**src/rtl/idu_pkg.sv**
```systemverilog
// idu shared constants, field layout of the dynamic instruction
// word and the decode-side types.
package idu_pkg;

  localparam int DATA_WIDTH     = 64;
  localparam int INST_WIDTH     = 32;
  localparam int REG_ADDR_WIDTH = 5;
  localparam int NUM_REGS       = 32;
  localparam int ALUOP_WIDTH    = 4;

  localparam logic [ALUOP_WIDTH-1:0] ADD_ALUOP = 4'd1;

  // Field offsets, LSB first; mirrors dyn_inst_t below.
  localparam int USE_IMM_DYNOFF = 0;
  localparam int USE_RS2_DYNOFF = 1;
  localparam int USE_RS1_DYNOFF = 2;
  localparam int USE_RD_DYNOFF  = 3;
  localparam int RD_DYNOFF      = 4;
  localparam int IMM_DYNOFF     = RD_DYNOFF + REG_ADDR_WIDTH;
  localparam int RS2VAL_DYNOFF  = IMM_DYNOFF + DATA_WIDTH;
  localparam int RS1VAL_DYNOFF  = RS2VAL_DYNOFF + DATA_WIDTH;
  localparam int ALUOP_DYNOFF   = RS1VAL_DYNOFF + DATA_WIDTH;
  localparam int DYN_INST_WIDTH = ALUOP_DYNOFF + ALUOP_WIDTH;

  localparam logic [6:0] OP_IMM = 7'h13;
  localparam logic [6:0] OP     = 7'h33;
  localparam logic [6:0] LUI    = 7'h37;
  localparam logic [6:0] SYSTEM = 7'h73;
  localparam logic [2:0] F3_ADD = 3'b000;
  localparam logic [6:0] F7_ADD = 7'h00;

  localparam logic [INST_WIDTH-1:0] EBREAK_INST = 32'h00100073;

  typedef enum logic {
    ST_RUN  = 1'b0,
    ST_HALT = 1'b1
  } state_t;

  typedef struct packed {
    logic [ALUOP_WIDTH-1:0]    aluop;
    logic [DATA_WIDTH-1:0]     rs1val;
    logic [DATA_WIDTH-1:0]     rs2val;
    logic [DATA_WIDTH-1:0]     imm;
    logic [REG_ADDR_WIDTH-1:0] rd;
    logic                      use_rd;
    logic                      use_rs1;
    logic                      use_rs2;
    logic                      use_imm;
  } dyn_inst_t;

  function automatic logic [DATA_WIDTH-1:0] imm_i(
    input logic [INST_WIDTH-1:0] inst
  );
    return {{(DATA_WIDTH-12){inst[31]}}, inst[31:20]};
  endfunction

  function automatic logic [DATA_WIDTH-1:0] imm_u(
    input logic [INST_WIDTH-1:0] inst
  );
    return {{(DATA_WIDTH-32){inst[31]}}, inst[31:12], 12'b0};
  endfunction

endpackage

```
**src/rtl/idu_regfile.sv**
```systemverilog
// Integer register file: two async read ports, one sync write
// port, x0 hardwired to zero, x10 exported.
module idu_regfile
  import idu_pkg::*;
(
  input  logic                      clk,
  input  logic                      rst_n,
  input  logic [REG_ADDR_WIDTH-1:0] rs1_addr,
  input  logic [REG_ADDR_WIDTH-1:0] rs2_addr,
  output logic [DATA_WIDTH-1:0]     rs1_data,
  output logic [DATA_WIDTH-1:0]     rs2_data,
  input  logic                      we,
  input  logic [REG_ADDR_WIDTH-1:0] waddr,
  input  logic [DATA_WIDTH-1:0]     wdata,
  output logic [DATA_WIDTH-1:0]     a0
);

  logic [DATA_WIDTH-1:0] regs_q [NUM_REGS];

  always_ff @(posedge clk) begin
    if (!rst_n) begin
      for (int i = 0; i < NUM_REGS; i++)
        regs_q[i] <= '0;
    end else if (we && (waddr != '0)) begin
      regs_q[waddr] <= wdata;
    end
  end

  assign rs1_data = (rs1_addr == '0) ? '0
                                     : regs_q[rs1_addr];
  assign rs2_data = (rs2_addr == '0) ? '0
                                     : regs_q[rs2_addr];
  assign a0       = regs_q[10];

endmodule

```
**src/rtl/idu.sv**
```systemverilog
// Decode stage: decodes addi/add/lui/ebreak, reads the regfile
// with write-back bypass and registers one dynamic instruction.
module idu
  import idu_pkg::*;
(
  input  logic                      clk,
  input  logic                      rst_n,
  input  logic [INST_WIDTH-1:0]     inst_ifu_i,
  input  logic                      inst_valid_ifu_i,
  output logic                      inst_ready_ifu_o,
  output logic [DYN_INST_WIDTH-1:0] dyn_instr_exeu_o,
  output logic                      dyn_valid_exeu_o,
  input  logic [DATA_WIDTH-1:0]     wrtbck_val_exeu_i,
  input  logic [REG_ADDR_WIDTH-1:0] rd_exeu_i,
  input  logic                      wrtbck_en_exeu_i,
  output logic                      halt_o,
  output logic                      illegal_o,
  output logic [DATA_WIDTH-1:0]     a0_o
);

  state_t    state_q;
  state_t    state_d;
  logic      illegal_q;
  logic      illegal_d;
  dyn_inst_t dyn_q;
  dyn_inst_t dyn_d;
  logic      dyn_valid_q;

  logic [6:0] opcode;
  logic [2:0] funct3;
  logic [6:0] funct7;

  logic [REG_ADDR_WIDTH-1:0] rd_a;
  logic [REG_ADDR_WIDTH-1:0] rs1_a;
  logic [REG_ADDR_WIDTH-1:0] rs2_a;

  logic [DATA_WIDTH-1:0] rf_rs1;
  logic [DATA_WIDTH-1:0] rf_rs2;
  logic [DATA_WIDTH-1:0] rs1_val;
  logic [DATA_WIDTH-1:0] rs2_val;

  logic we;
  logic fire;
  logic is_ebreak;
  logic is_addi;
  logic is_add;
  logic is_lui;
  logic dec_halt;
  logic dec_illegal;

  assign opcode = inst_ifu_i[6:0];
  assign funct3 = inst_ifu_i[14:12];
  assign funct7 = inst_ifu_i[31:25];
  assign rd_a   = inst_ifu_i[11:7];
  assign rs1_a  = inst_ifu_i[19:15];
  assign rs2_a  = inst_ifu_i[24:20];

  assign is_ebreak = (inst_ifu_i == EBREAK_INST);
  assign is_addi   = (opcode == OP_IMM)
                   & (funct3 == F3_ADD);
  assign is_add    = (opcode == OP)
                   & (funct3 == F3_ADD)
                   & (funct7 == F7_ADD);
  assign is_lui    = (opcode == LUI);

  // Execute is combinational: write-back belongs to dyn_q.
  assign we = wrtbck_en_exeu_i
            & dyn_valid_q
            & (rd_exeu_i != '0);

  idu_regfile u_regfile (
    .clk      (clk),
    .rst_n    (rst_n),
    .rs1_addr (rs1_a),
    .rs2_addr (rs2_a),
    .rs1_data (rf_rs1),
    .rs2_data (rf_rs2),
    .we       (we),
    .waddr    (rd_exeu_i),
    .wdata    (wrtbck_val_exeu_i),
    .a0       (a0_o)
  );

  assign rs1_val = (we && (rd_exeu_i == rs1_a))
                 ? wrtbck_val_exeu_i : rf_rs1;
  assign rs2_val = (we && (rd_exeu_i == rs2_a))
                 ? wrtbck_val_exeu_i : rf_rs2;

  always_comb begin
    dyn_d       = '0;
    dec_halt    = 1'b0;
    dec_illegal = 1'b0;
    unique case (1'b1)
      is_ebreak: begin
        dec_halt = 1'b1;
      end
      is_addi: begin
        dyn_d.aluop   = ADD_ALUOP;
        dyn_d.rs1val  = rs1_val;
        dyn_d.imm     = imm_i(inst_ifu_i);
        dyn_d.rd      = rd_a;
        dyn_d.use_rd  = 1'b1;
        dyn_d.use_rs1 = 1'b1;
        dyn_d.use_imm = 1'b1;
      end
      is_add: begin
        dyn_d.aluop   = ADD_ALUOP;
        dyn_d.rs1val  = rs1_val;
        dyn_d.rs2val  = rs2_val;
        dyn_d.rd      = rd_a;
        dyn_d.use_rd  = 1'b1;
        dyn_d.use_rs1 = 1'b1;
        dyn_d.use_rs2 = 1'b1;
      end
      is_lui: begin
        dyn_d.aluop   = ADD_ALUOP;
        dyn_d.imm     = imm_u(inst_ifu_i);
        dyn_d.rd      = rd_a;
        dyn_d.use_rd  = 1'b1;
        dyn_d.use_imm = 1'b1;
      end
      default: begin
        dec_halt    = 1'b1;
        dec_illegal = 1'b1;
      end
    endcase
  end

  always_comb begin
    state_d          = state_q;
    illegal_d        = illegal_q;
    inst_ready_ifu_o = 1'b0;
    unique case (state_q)
      ST_RUN: begin
        inst_ready_ifu_o = rst_n;
        if (fire && dec_halt) begin
          state_d   = ST_HALT;
          illegal_d = dec_illegal;
        end
      end
      ST_HALT: begin
        inst_ready_ifu_o = 1'b0;
      end
      default: begin
        state_d = ST_RUN;
      end
    endcase
  end

  assign fire = inst_valid_ifu_i & inst_ready_ifu_o;

  always_ff @(posedge clk) begin
    if (!rst_n) begin
      state_q     <= ST_RUN;
      illegal_q   <= 1'b0;
      dyn_q       <= '0;
      dyn_valid_q <= 1'b0;
    end else begin
      state_q     <= state_d;
      illegal_q   <= illegal_d;
      dyn_valid_q <= fire;
      if (fire)
        dyn_q <= dyn_d;
    end
  end

  assign dyn_instr_exeu_o = dyn_q;
  assign dyn_valid_exeu_o = dyn_valid_q;
  assign halt_o           = (state_q == ST_HALT);
  assign illegal_o        = illegal_q;

endmodule
```
**config.mk**
```make
export PLATFORM = sky130hd
export DESIGN_NAME = idu
export DESIGN_NICKNAME = d
export VERILOG_FILES = /design/src/rtl/idu_pkg.sv /design/src/rtl/idu_regfile.sv /design/src/rtl/idu.sv
export SDC_FILE = /design/constraint.sdc
export NUM_CORES = 2
export LEC_CHECK = 0
export ABC_AREA = 0
export ABC_CLOCK_PERIOD_IN_PS = 8480
export CELL_PAD_IN_SITES_DETAIL_PLACEMENT = 1
export CELL_PAD_IN_SITES_GLOBAL_PLACEMENT = 1
export CORE_MARGIN = 2
export CORE_UTILIZATION = 52
export DETAILED_ROUTE_END_ITERATION = 10
export GPL_TIMING_DRIVEN = 0
export HOLD_SLACK_MARGIN = 0.02
export MAX_ROUTING_LAYER = met4
export PLACE_DENSITY = 0.78
export SLEW_MARGIN = 20
export SYNTH_ARGS = -nofsm -noshare
export SYNTH_HDL_FRONTEND = slang
export SYNTH_SLANG_ARGS = --single-unit
```
**constraint.sdc**
```tcl
create_clock -name clk -period 8.48 [get_ports clk]
set_clock_uncertainty 0.05 [all_clocks]
set_input_delay 1.272 -clock clk [delete_from_list [all_inputs] [get_ports clk]]
set_output_delay 1.272 -clock clk [all_outputs]
set_load 0.02 [all_outputs]
```
==> metrics.md <==
| Metric | Value |
|---|---|
| Maxcap violations | 0 |
| Clock buffer depth | 3 |
| CTS root buffer | clkbuf_16 |
| Period minus WS final | 6.929 ns |
| RSZ-0062 raised after global routing | no |
| Final WL | 578,400 µm |
| Critical Path End Type | flop |
| Worst-path clk slew | 0.06 ns |
| Largest net degree at the start of global routing | 35 |
| Layout cells sized above 1 | 0.1998 |
| Total CTS buffers | 234 |
| Relative slew slack | 0.07434 |
| Post-synth top flop | edfxtp_1 |
| Most frequent cells in the layout | 2,048 x edfxtp_1, 1,800 x and2_1, 843 x mux4_2 |
| Cell taking the most area after synthesis | edfxtp_1 |
| Die footprint | 224,500 µm² |
| Worst flop-to-flop path endpoint | u_regfile.regs_q[9][55] |
| Post-CTS setup buffers | 0 |
| WP data arrival | 7.62 ns |
| First-pass GRT wire length | 767,700 µm |
| Sequential fraction of the synthesis area | 0.5659 |
| FF+latch count, synth | 2,220 |
| Row cnt | 172 |
| Initial Utilization | 0.5228 |
| TritonCTS clock tree | done |
| Residual DRC count | 0 |
| Worst path max stage delay | 0.90 ns |
| Die Width | 473.8 µm |
| CP required | 9.17 ns |
| Pleak | 48.20 nW |
| Routability congestion estimate from global placement | 1.051 |
| Type of origin of the critical path | primary input |
| Sink Count | 2,220 |
| Setup_tns | 0 ns |
| RR Startpoint | dyn_valid_exeu_o |
| Core area | 219,500 µm² |
| Hold Path Class | reg2reg |
| Die Ht | 473.8 µm |
| DR vias/cell | 7.479 |
| Worst-skew pair later-pin latency | 0.94 ns |
| Synth cell types | 60 |
| Worst hold stages | 2 |
| Hold EP | dyn_instr_exeu_o[124] |
| Vias in the first global route | 89,660 |
| Worst path most repeated cell | buf_2 |
| Commonest non-fill, non-tap cell in the layout | edfxtp_1 |
| Post-synth EDFFs | 2,048 |
| Cell family with most CP delay | buffers and inverters |
| Top-Level Pins | 378 |
| Ys async rst share | 0 |
| Mapped Cells | 8,145 |
| Hold-fix buffers at CTS | 0 |
| Remaining antenna violation count | 0 |
| Synthesized area | 114,800 µm² |
| DR vias | 90,860 |
| Worst reg-to-reg path cell count | 7 |
| IO buf count | 365 |
| Post-detail-place hpwl | 424,800 µm |
| Min-delay src | dyn_instr_exeu_o[124] |
| Final setup violating endpoints | 0 |
| # H-tree levels | 4 |
| Final Hold Vio Count | 0 |
| Outcome | finished, final reports clean |
| Post-synth top area share | 0.5359 |
| Worst-path fanout max | 13 |
| Router iterations before antenna repair | 9 |
| Initial antenna violation count | 50 |
| Gr ovfl total | 0 |
| Layout net count | 9,097 |
| Setup WS post-layout | 1.551 ns |
| Post-place setup slack | 1.278 ns |
| WP buf/inv | 6 |
| Worst-Margin Slew | 1.388 ns |
| Fillcell total | 20,490 |
| Highest clock rate | 144.3 MHz |
| Multi-input logic area | 46,500 µm² |
| Cts repair resizes | 0 |
| Drt initial violations | 16,590 |
| Final period util | 0.8171 |
| Crit path cell chain | clkdlybuf4s50_1 > buf_2 > buf_4 > buf_2 > buf_2 > buf_1 > nand2_1 > nand2_1 > a221oi_1 > o31ai_1 |
| Worst reg2reg setup slack | 3.17 ns |
| All-Layer GR Usage | 0.5278 |
| Fin. max-slew vios | 0 |
| VDD IR-drop max | 0.0002377 V |
| Main area contributors after synthesis | edfxtp_1 54%, mux4_2 17%, and2_1 9.8% |
| Synth warn | 0 |
| Syn avg cell area | 14.09 µm² |
| P per Cell Area | 199.3 nW/µm² |
| Area grow syn2layout | 17.87% |
| Reg area | 64,940 µm² |
| Critical path type | in2reg |
| WL/cell | 47.61 µm |
| Worst path slowest cell | buf_2 |
| PnR Total Power | 0.02695 W |
| Core Util, Final | 0.6162 |
-- layer usage --
metal	vias to the layer above	share of wire	global-route usage
met5	-	0	-
met3	2697	0.14	0.1834
met2	9066	0.41	0.7169
met4	0	0.12	0.5040
li1	32890	-	-
met1	46210	0.32	0.6039
-- layout make-up --
class                   instances  area share
repair buffers                545     0.05942
diodes                         78    0.001443
multi-input cells            5037      0.3437
clock inverters               126    0.008454
flip-flops and latches       2220      0.4801
well taps                    2871     0.02656
clock buffers                 318     0.04978
inverters                       9   0.0002497
plain buffers                 945     0.03026
-- report_power, final --
group / leakage (nW) / switching (W) / total, W / internal [W]
logic: 22.2 / 0.00232 / 0.00351 / 0.00119
clock network: 3.89 / 0.00473 / 0.0109 / 0.00613
registers: 22.1 / 0.000254 / 0.0126 / 0.0123
total: 48.2 / 0.00730 / 0.0270 / 0.0197
-- flip-flops by register name (all words and copies together) (netlist names) --
signal            count
halt_o                1
illegal_o             1
dyn_valid_exeu_o      1
dyn_instr_exeu_o    169
u_regfile.regs_q   2048
-- kinds of logic (layout without fill, tap and decap cells) --
| kind of cell | after synthesis | count (layout) | share of synthesized area |
|---|---|---|---|
| flip-flops | 2220 | 2220 | 0.5659 |
| AND/OR/NAND/NOR | 2713 | 2713 | 0.1331 |
| AO/OA/AOI/OAI | 962 | 962 | 0.06067 |
| XOR/XNOR | 10 | 10 | 0.0007631 |
| buffers and inverters | 954 | 1943 | 0.03483 |
| multiplexers | 1285 | 1285 | 0.2047 |
| other | 1 | 145 | 0.00003268 |
-- worst max path at each step --
stage	start	to	slack, ns	depth (start not counted)
6_report	inst_ifu_i[16]	dyn_instr_exeu_o[165]	1.55	10
3_5_place_dp	inst_ifu_i[16]	dyn_instr_exeu_o[165]	1.28	10
4_1_cts	inst_ifu_i[16]	dyn_instr_exeu_o[165]	2.22	10
3_3_place_gp	wrtbck_en_exeu_i	u_regfile.regs_q[11][46]	-7.60	6
5_1_grt	inst_ifu_i[16]	dyn_instr_exeu_o[165]	2.05	10
2_1_floorplan	rd_exeu_i[2]	u_regfile.regs_q[10][0]	1.11	5
-- stage by stage --
step | area (µm²) | instances | hold WS (ns)
floorplan | 115000 | 8211 | 0.4776
global placement | 122300 | 11450 | 0.3876
detailed placement | 127100 | 11620 | 0.3982
CTS | 135000 | 12070 | 0.4123
global route | 135200 | 12110 | 0.4359
finish | 135300 | 12150 | 0.4121
-- worst reg2reg max path, stage by stage (launching register included) --
cell and delay [ns]:
dfxtp_1 0.70, and3_1 0.26, clkbuf_1 0.17, nand3b_1 0.75, nor2_1 1.27, clkbuf_1 0.98
clkbuf_1 0.76, and2_1 0.24
-- cells in the mapped netlist (all sizes together) (96+ instances only) --
| cell | n |
|---|---|
| clkbuf | 672 |
| buf | 273 |
| mux2i | 374 |
| nand2 | 467 |
| o21ai | 96 |
| mux4 | 843 |
| a22oi | 204 |
| nor2 | 132 |
| and2 | 1800 |
| a211oi | 107 |
| nor3 | 192 |
| dfxtp | 172 |
| edfxtp | 2048 |
| a21oi | 116 |
Power figures use the tool's default switching activity.
